===== config.mk =====
export PLATFORM = sky130hd
export DESIGN_NAME = counter_updn_param
export DESIGN_NICKNAME = d
export VERILOG_FILES = /design/src/rtl/counter_updn_param_pkg.sv /design/src/rtl/counter_next_val.sv /design/src/rtl/counter_updn_param.sv
export SDC_FILE = /design/constraint.sdc
export NUM_CORES = 1
export LEC_CHECK = 0
export CORE_AREA = 8 8 45 47
export CTS_CLUSTER_DIAMETER = 80
export CTS_CLUSTER_SIZE = 40
export DETAILED_ROUTE_END_ITERATION = 10
export DIE_AREA = 0 0 53 55
export GPL_TIMING_DRIVEN = 1
export MAX_ROUTING_LAYER = met4
export PLACE_DENSITY = 0.72
export SYNTH_ARGS = -nofsm -noshare
export SYNTH_HDL_FRONTEND = slang
export SYNTH_SLANG_ARGS = --single-unit

===== constraint.sdc =====
create_clock -name clk -period 3.85 [get_ports clk]
set_input_delay 0.385 -clock clk [delete_from_list [all_inputs] [get_ports clk]]
set_output_delay 0.385 -clock clk [all_outputs]
set_load 0.005 [all_outputs]

===== src/rtl/counter_updn_param_pkg.sv =====
// Package: counter_updn_param_pkg
// Shared definitions for the parametrised up/down counter family.
//   DIR_UP / DIR_DOWN    : encoding of the Dir input
//   MODE_WRAP / MODE_SAT : legal values of the SATURATE parameter
//   params_ok()          : elaboration-time sanity check of a parameter set
`timescale 1ns/1ps
package counter_updn_param_pkg;

    localparam logic DIR_UP   = 1'b1;
    localparam logic DIR_DOWN = 1'b0;

    localparam int MODE_WRAP = 0;
    localparam int MODE_SAT  = 1;

    // True when the parameter set describes a legal counter.
    // WIDTH is limited to 31 bits so that MAX_VAL stays a positive int.
    function automatic bit params_ok(input int width, input int max_val,
                                     input int saturate, input int reset_val);
        longint span;
        span = longint'(1) << width;
        return (width >= 1) && (width <= 31) &&
               (max_val >= 0) && (longint'(max_val) < span) &&
               (reset_val >= 0) && (reset_val <= max_val) &&
               ((saturate == MODE_WRAP) || (saturate == MODE_SAT));
    endfunction

endpackage


===== src/rtl/counter_next_val.sv =====
// Module: counter_next_val
// Combinational single-step successor of the count, honouring the modulus
// and the wrap/saturate mode.
//   cur      in   WIDTH  current count
//   dir      in   1      DIR_UP or DIR_DOWN
//   nxt      out  WIDTH  count after one step
//   wrap_evt out  1      the step crossed a limit and wrapped
//   sat_evt  out  1      the step was blocked at a limit
`timescale 1ns/1ps
module counter_next_val
    import counter_updn_param_pkg::*;
#(
    parameter int WIDTH    = 4,
    parameter int MAX_VAL  = (1 << WIDTH) - 1,
    parameter int SATURATE = MODE_WRAP
) (
    input  logic [WIDTH-1:0] cur,
    input  logic             dir,
    output logic [WIDTH-1:0] nxt,
    output logic             wrap_evt,
    output logic             sat_evt
);

    localparam logic [WIDTH-1:0] MAX_V = WIDTH'(MAX_VAL);

    always_comb begin
        // NOTE: every output gets a default first so no path leaves it
        // unassigned; otherwise synthesis infers a latch.
        nxt      = cur;
        wrap_evt = 1'b0;
        sat_evt  = 1'b0;

        if (dir == DIR_UP) begin
            // '>=' also pulls an out-of-range value (illegal RESET_VAL)
            // back into range instead of counting further up.
            if (cur >= MAX_V) begin
                if (SATURATE == MODE_SAT) begin
                    sat_evt = 1'b1;
                end else begin
                    nxt      = '0;
                    wrap_evt = 1'b1;
                end
            end else begin
                nxt = cur + 1'b1;
            end
        end else begin
            if (cur == '0) begin
                if (SATURATE == MODE_SAT) begin
                    sat_evt = 1'b1;
                end else begin
                    nxt      = MAX_V;
                    wrap_evt = 1'b1;
                end
            end else begin
                nxt = cur - 1'b1;
            end
        end
    end

endmodule


===== src/rtl/counter_updn_param.sv =====
// Module: counter_updn_param
// Parametrised up/down counter with count enable, synchronous clear,
// clamped parallel load and wrap-or-saturate behaviour at 0 / MAX_VAL.
//   clk      in   1      rising-edge clock
//   Reset    in   1      asynchronous, active-high reset to RESET_VAL
//   En       in   1      count one step per clock while high
//   Dir      in   1      1 = up, 0 = down
//   Clear    in   1      synchronous clear to RESET_VAL (highest priority)
//   Load     in   1      synchronous load of LoadVal (clamped to MAX_VAL)
//   LoadVal  in   WIDTH  value captured on Load
//   Output   out  WIDTH  current count
//   AtMax    out  1      Output == MAX_VAL
//   AtMin    out  1      Output == 0
//   Wrap     out  1      registered pulse: last edge wrapped
//   Sat      out  1      registered pulse: last edge was blocked at a limit
`timescale 1ns/1ps
module counter_updn_param
    import counter_updn_param_pkg::*;
#(
    parameter int WIDTH     = 4,
    parameter int MAX_VAL   = (1 << WIDTH) - 1,
    parameter int SATURATE  = MODE_WRAP,
    parameter int RESET_VAL = 0
) (
    input  logic             clk,
    input  logic             Reset,
    input  logic             En,
    input  logic             Dir,
    input  logic             Clear,
    input  logic             Load,
    input  logic [WIDTH-1:0] LoadVal,
    output logic [WIDTH-1:0] Output,
    output logic             AtMax,
    output logic             AtMin,
    output logic             Wrap,
    output logic             Sat
);

    if (!params_ok(WIDTH, MAX_VAL, SATURATE, RESET_VAL)) begin : g_bad_params
        $error("counter_updn_param: illegal parameter set");
    end

    localparam logic [WIDTH-1:0] MAX_V = WIDTH'(MAX_VAL);
    localparam logic [WIDTH-1:0] RST_V = WIDTH'(RESET_VAL);

    logic [WIDTH-1:0] step_nxt;
    logic             step_wrap;
    logic             step_sat;

    counter_next_val #(
        .WIDTH    (WIDTH),
        .MAX_VAL  (MAX_VAL),
        .SATURATE (SATURATE)
    ) u_next (
        .cur      (Output),
        .dir      (Dir),
        .nxt      (step_nxt),
        .wrap_evt (step_wrap),
        .sat_evt  (step_sat)
    );

    logic [WIDTH-1:0] cnt_d;
    logic             wrap_d;
    logic             sat_d;

    // Priority: Clear > Load > En > hold. Event flags only come from a step.
    always_comb begin
        cnt_d  = Output;
        wrap_d = 1'b0;
        sat_d  = 1'b0;
        if (Clear) begin
            cnt_d = RST_V;
        end else if (Load) begin
            cnt_d = (LoadVal > MAX_V) ? MAX_V : LoadVal;
        end else if (En) begin
            cnt_d  = step_nxt;
            wrap_d = step_wrap;
            sat_d  = step_sat;
        end
    end

    always_ff @(posedge clk or posedge Reset) begin
        if (Reset) begin
            Output <= RST_V;
            Wrap   <= 1'b0;
            Sat    <= 1'b0;
        end else begin
            // NOTE: non-blocking assignments so every register samples the
            // pre-edge values, independent of statement order.
            Output <= cnt_d;
            Wrap   <= wrap_d;
            Sat    <= sat_d;
        end
    end

    assign AtMax = (Output == MAX_V);
    assign AtMin = (Output == '0);

endmodule


== Word-level counts from Yosys, hierarchy flattened ==
Index checks and enable logic that the tools add are counted.
W data, S select, Z words.

* Word-level logic and storage cells: 22
* Register bits after elaboration: 5
* Output and inout port bits: 8
* Input bits: 10

* Order comparisons: 2
* Multiplexer cells: 13
* $add $sub $neg: 2
* Equal/unequal tests: 1
* Reduce and logical (&&, ||, !) cells: 2

{| class="wikitable"
|+ Operators with widths
! kind !! number
|-
| $mux W4 || 7
|-
| $mux W1 || 6
|-
| $add A4 B1 Y4 const B || 1
|-
| $eq A4 B4 Y1 const B || 1
|-
| $ge A4 B4 Y1 const B || 1
|-
| $gt A4 B4 Y1 const B || 1
|-
| $logic_not A4 Y1 || 1
|-
| $sub A4 B1 Y4 const B || 1
|-
| $reduce_bool A3 Y1 || 1
|}

== Depth between registers and ports, before layout ==
* Depth in word-level cells: 6
* Depth in mapped cells: 6

== Cells and area by module ==
A second synthesis with hierarchy kept.

* Cell total of the unflattened synthesis: 47
* Area total of the unflattened synthesis: 459.2 µm²

{| class="wikitable"
|+ Modules (own cells, without submodules)
! module !! times used !! cells an instance !! area each (µm²)
|-
| counter_updn_param || 1 || 25 || 306.5
|-
| counter_next_val || 1 || 22 || 152.6
|}

== Worst setup path before layout ==
OpenSTA, ideal clock, no wires.

* Path type: reg-to-reg
* Start: register Output[0]
* End: register Output[3]
* Arrival: 1352 ps
* Cell stages (with the launch flop): 7
* Slack: 2414 ps
* Cell sequence: dfrtp_1 -> inv_1 -> ha_1 -> o21bai_1 -> a21oi_1 -> a311o_1 -> a41oi_2

* Cells in the longest elaborated chain, start to end: 6
* Elaborated cells between the ends (all ways): 10

{| class="wikitable"
|+ Ends and longest elaborated chain
! item !! line !! source
|-
| from (decl) || counter_updn_param.sv:32 || <nowiki>output logic [WIDTH-1:0] Output,</nowiki>
|-
| from (signal assigned) || counter_updn_param.sv:90 || <nowiki>Output <= cnt_d;</nowiki>
|-
| $sub A4 B1 Y4 (tied with other cells) || counter_next_val.sv:55 || <nowiki>nxt = cur - 1'b1;</nowiki>
|-
| $mux W4 (on tied branches) || counter_next_val.sv:47, counter_next_val.sv:36 ||
|-
| $mux W4 (*) || counter_next_val.sv:33 || <nowiki>if (dir == DIR_UP) begin</nowiki>
|-
| $mux W4 (*) || counter_updn_param.sv:75 || <nowiki>end else if (En) begin</nowiki>
|-
| $mux W4 (*) || counter_updn_param.sv:73 || <nowiki>end else if (Load) begin</nowiki>
|-
| $mux W4 (*) || counter_updn_param.sv:71 || <nowiki>if (Clear) begin</nowiki>
|}

Mark *: on every way between the ends. The rest lies on a longest branch, timed or not. The select of a mux whose other input is x is not followed.
A chain may end at the register's enable or synchronous reset.

== Final worst setup path ==
* Start: register Output[0]
* End: output AtMax

* Cells in the longest elaborated chain, start to end: 1

{| class="wikitable"
|+ Ends and longest elaborated chain
! item !! line !! source
|-
| $eq A4 B4 Y1 || counter_updn_param.sv:96 || <nowiki>assign AtMax = (Output == MAX_V);</nowiki>
|-
| to (decl) || counter_updn_param.sv:33 || <nowiki>output logic AtMax,</nowiki>
|}

No other way between the ends.

==> flow_metrics.env <==
export IMPL_fin_ws_ns=1.781
export IMPL_hp_class="primary input to asynchronous set/reset pin"
export IMPL_grt_pass1_vias=412
export IMPL_drc=0
export IMPL_post_cts_buffers=0
export IMPL_power_frac_comb=0.306
export IMPL_netSwitchingPower_uw=50.19
export IMPL_finalClockSkew_ns=0.003869
export IMPL_gp_congestion=0.7968
export IMPL_cts_tree="built"
export IMPL_start_util=0.3110
export IMPL_placed_area_um2=590.6
export IMPL_wl_per_cell_um=12.53
export IMPL_synth_fp_nets=67
export IMPL_nFillCells=140
export IMPL_synthesis_area_um2=430.4
export IMPL_layout_drive_gt1_share=0.1143
export IMPL_rsz0062_at_grt="false"
export IMPL_insertion_delay_ns=0.24
export IMPL_post_place_ws_ns=1.997
export IMPL_layout_cells_most_common_list="clkdlybuf4s50_1, a21oi_1, dfrtp_1, inv_1, nor2_1"
export IMPL_cts_max_level=1
export IMPL_seqPwrFrac=0.353
export IMPL_cap_violations=0
export IMPL_crit_arrival_ns=1.68
export IMPL_drt_pass1_iterations=4
export IMPL_finalHoldViolCount=0
export IMPL_gr_usage_all_layers=0.08479
export IMPL_status="finished, final reports clean"
export IMPL_synth_top_area_frac=0.2907
export IMPL_drtIter0Drc=5
export IMPL_antenna_found_initial=0
export IMPL_cp_start_kind="flop"
export IMPL_post_cts_resized=0
export IMPL_vias=420
export IMPL_drv_slew=0
export IMPL_power_leakage_uw=0.0002710
export IMPL_cts_root_buf="clkbuf_4"
export IMPL_yosys_warnings=0
export IMPL_rows=14
export IMPL_clock_sink_count=5
export IMPL_regToRegSetupSlack_ns=2.28
export IMPL_dp_hpwl_um=891.1
export IMPL_cp_end_kind="primary output"
export IMPL_numCtsBuffers=3
export IMPL_vias_per_cell=4.884
export IMPL_r2r_end="Output[2]"
export IMPL_reg2regPathDepth=6
export IMPL_ys_top_cells_by_area="dfrtp_1, a21oi_1, ha_1"
export IMPL_clk_pin_slew_ns=0.04
export IMPL_overflow=0
export IMPL_async_reset_ff_frac=1.000
export IMPL_grt_pass1_wl_mm=1.780
export IMPL_power_density_nw_per_um2=285.1
export IMPL_synth_cells=54
export IMPL_yosys_area_top_type="dfrtp_1"
export IMPL_crit_type="flop to primary output"
export IMPL_setup_viol=0
export IMPL_avgSynthCellArea_um2=7.971
export IMPL_power_internal_uw=125.7
export IMPL_synth_edf_count=0
export IMPL_clock_fmax_mhz=483.3
export IMPL_period_minus_slack_ns=2.069
export IMPL_wirelength_mm=1.078
export IMPL_power_frac_clock=0.341
export IMPL_ir_drop_uv=214.9
export IMPL_synth_cell_types=28
export IMPL_fin_area_um2=616.8
export IMPL_antenna_cells=0
export IMPL_dieArea_um2=2915
export IMPL_ys_ff_latch=5
export IMPL_die_w_um=53
export IMPL_syn2layout_area_growth_pct=43.31
export IMPL_grt_max_degree=9
export IMPL_num_nets_final=84
export IMPL_dieHeight_um=55
export IMPL_r2r_start="Output[0]"
export IMPL_io_pins=18
export IMPL_critPathRequiredTime_ns=3.46
export IMPL_hold_ws_ns=0.3334
export IMPL_final_period_utilization=0.5374
export IMPL_ctsHoldBuffers=0
export IMPL_core_um2=1384
export IMPL_power_total_uw=175.9
export IMPL_ant_nets=0
export IMPL_final_common_cell="clkdlybuf4s50_1"
export IMPL_synthFlopType="dfrtp_1"
export IMPL_clock_path_buffers=2
export IMPL_io_buffers=16
export IMPL_crit_fanout=7
export IMPL_setup_tns_ns=0
export IMPL_ys_seq_area_frac=0.2907
export IMPL_sw_frac_of_total=0.2854
Yosys cell counts (2+ instances only):
master / instances
inv_1: 5
nand2_1: 3
nor2_1: 5
o21ai_0: 2
ha_1: 3
a21oi_1: 8
dfrtp_1: 5
clkbuf_1: 2
inv_2: 2
registers in the layout, indices dropped and copies added, names as in the netlist:
| signal | count |
|---|---|
| Wrap | 1 |
| Output | 4 |
critical path, cell delays in order (launching register included):
cell	delay [ns]
dfrtp_1	0.46
ha_1	0.27
and3_2	0.21
clkdlybuf4s50_1	0.50
power groups by stage:
stage | clock network [uW] | registers (uW) | logic [uW]
6_report | 60.0 | 62.1 | 53.8
5_1_grt | 67.7 | 62.9 | 60.1
4_1_cts | 63.0 | 62.0 | 54.7
3_5_place_dp | 0 | 62.8 | 54.3
3_3_place_gp | 0 | 62.4 | 53.8
2_1_floorplan | 0 | 61.9 | 30.3
worst max-delay path by stage:
stage,start,endpoint,slack [ns]
finish,Output[0],AtMax,1.78
CTS,Output[0],AtMin,1.77
global route,Output[0],AtMin,1.67
floorplan,Output[0],Output[3],2.41
detailed placement,Dir,Output[2],2.00
global placement,Dir,Output[2],1.97
layout make-up:
| class | instances | area (um2) | area share |
|---|---|---|---|
| well taps | 16 | 20.02 | 0.03245 |
| repair buffers | 16 | 160.2 | 0.2596 |
| clock buffers | 4 | 26.28 | 0.04260 |
| flip-flops and latches | 5 | 125.1 | 0.2028 |
| multi-input cells | 38 | 259.0 | 0.4199 |
| inverters | 7 | 26.28 | 0.04260 |
cell families (layout without fill, tap and decap cells):
logic type / count (synthesis) / count (layout) / synth area share
DFF: 5 / 5 / 0.2907
other: 1 / 1 / 0.008713
and+or+nand+nor: 14 / 14 / 0.1599
buffers and inverters: 11 / 27 / 0.1076
AOI/OAI and AO/OA: 16 / 16 / 0.2558
xor gates and xnor gates: 2 / 2 / 0.04071
adders and majority gates: 3 / 3 / 0.08722
muxes: 2 / 2 / 0.04942
per-layer routing:
| layer | up-vias | part of all wire | global-route usage |
|---|---|---|---|
| li1 | 213 | - | - |
| met1 | 192 | 0.43 | 0.09370 |
| met2 | 13 | 0.49 | 0.1270 |
| met3 | 2 | 0.061 | 0.03209 |
| met4 | 0 | 0.014 | 0.05172 |
| met5 | - | 0 | - |
per-stage QoR:
stage / cells / utilization
after floorplan: 54 / -
after CTS: 86 / 0.4458
after global placement: 82 / 0.4268
final: 86 / 0.4458
after global routing: 86 / 0.4458
after detailed placement: 82 / 0.4268
Power figures use the tool's default switching activity.
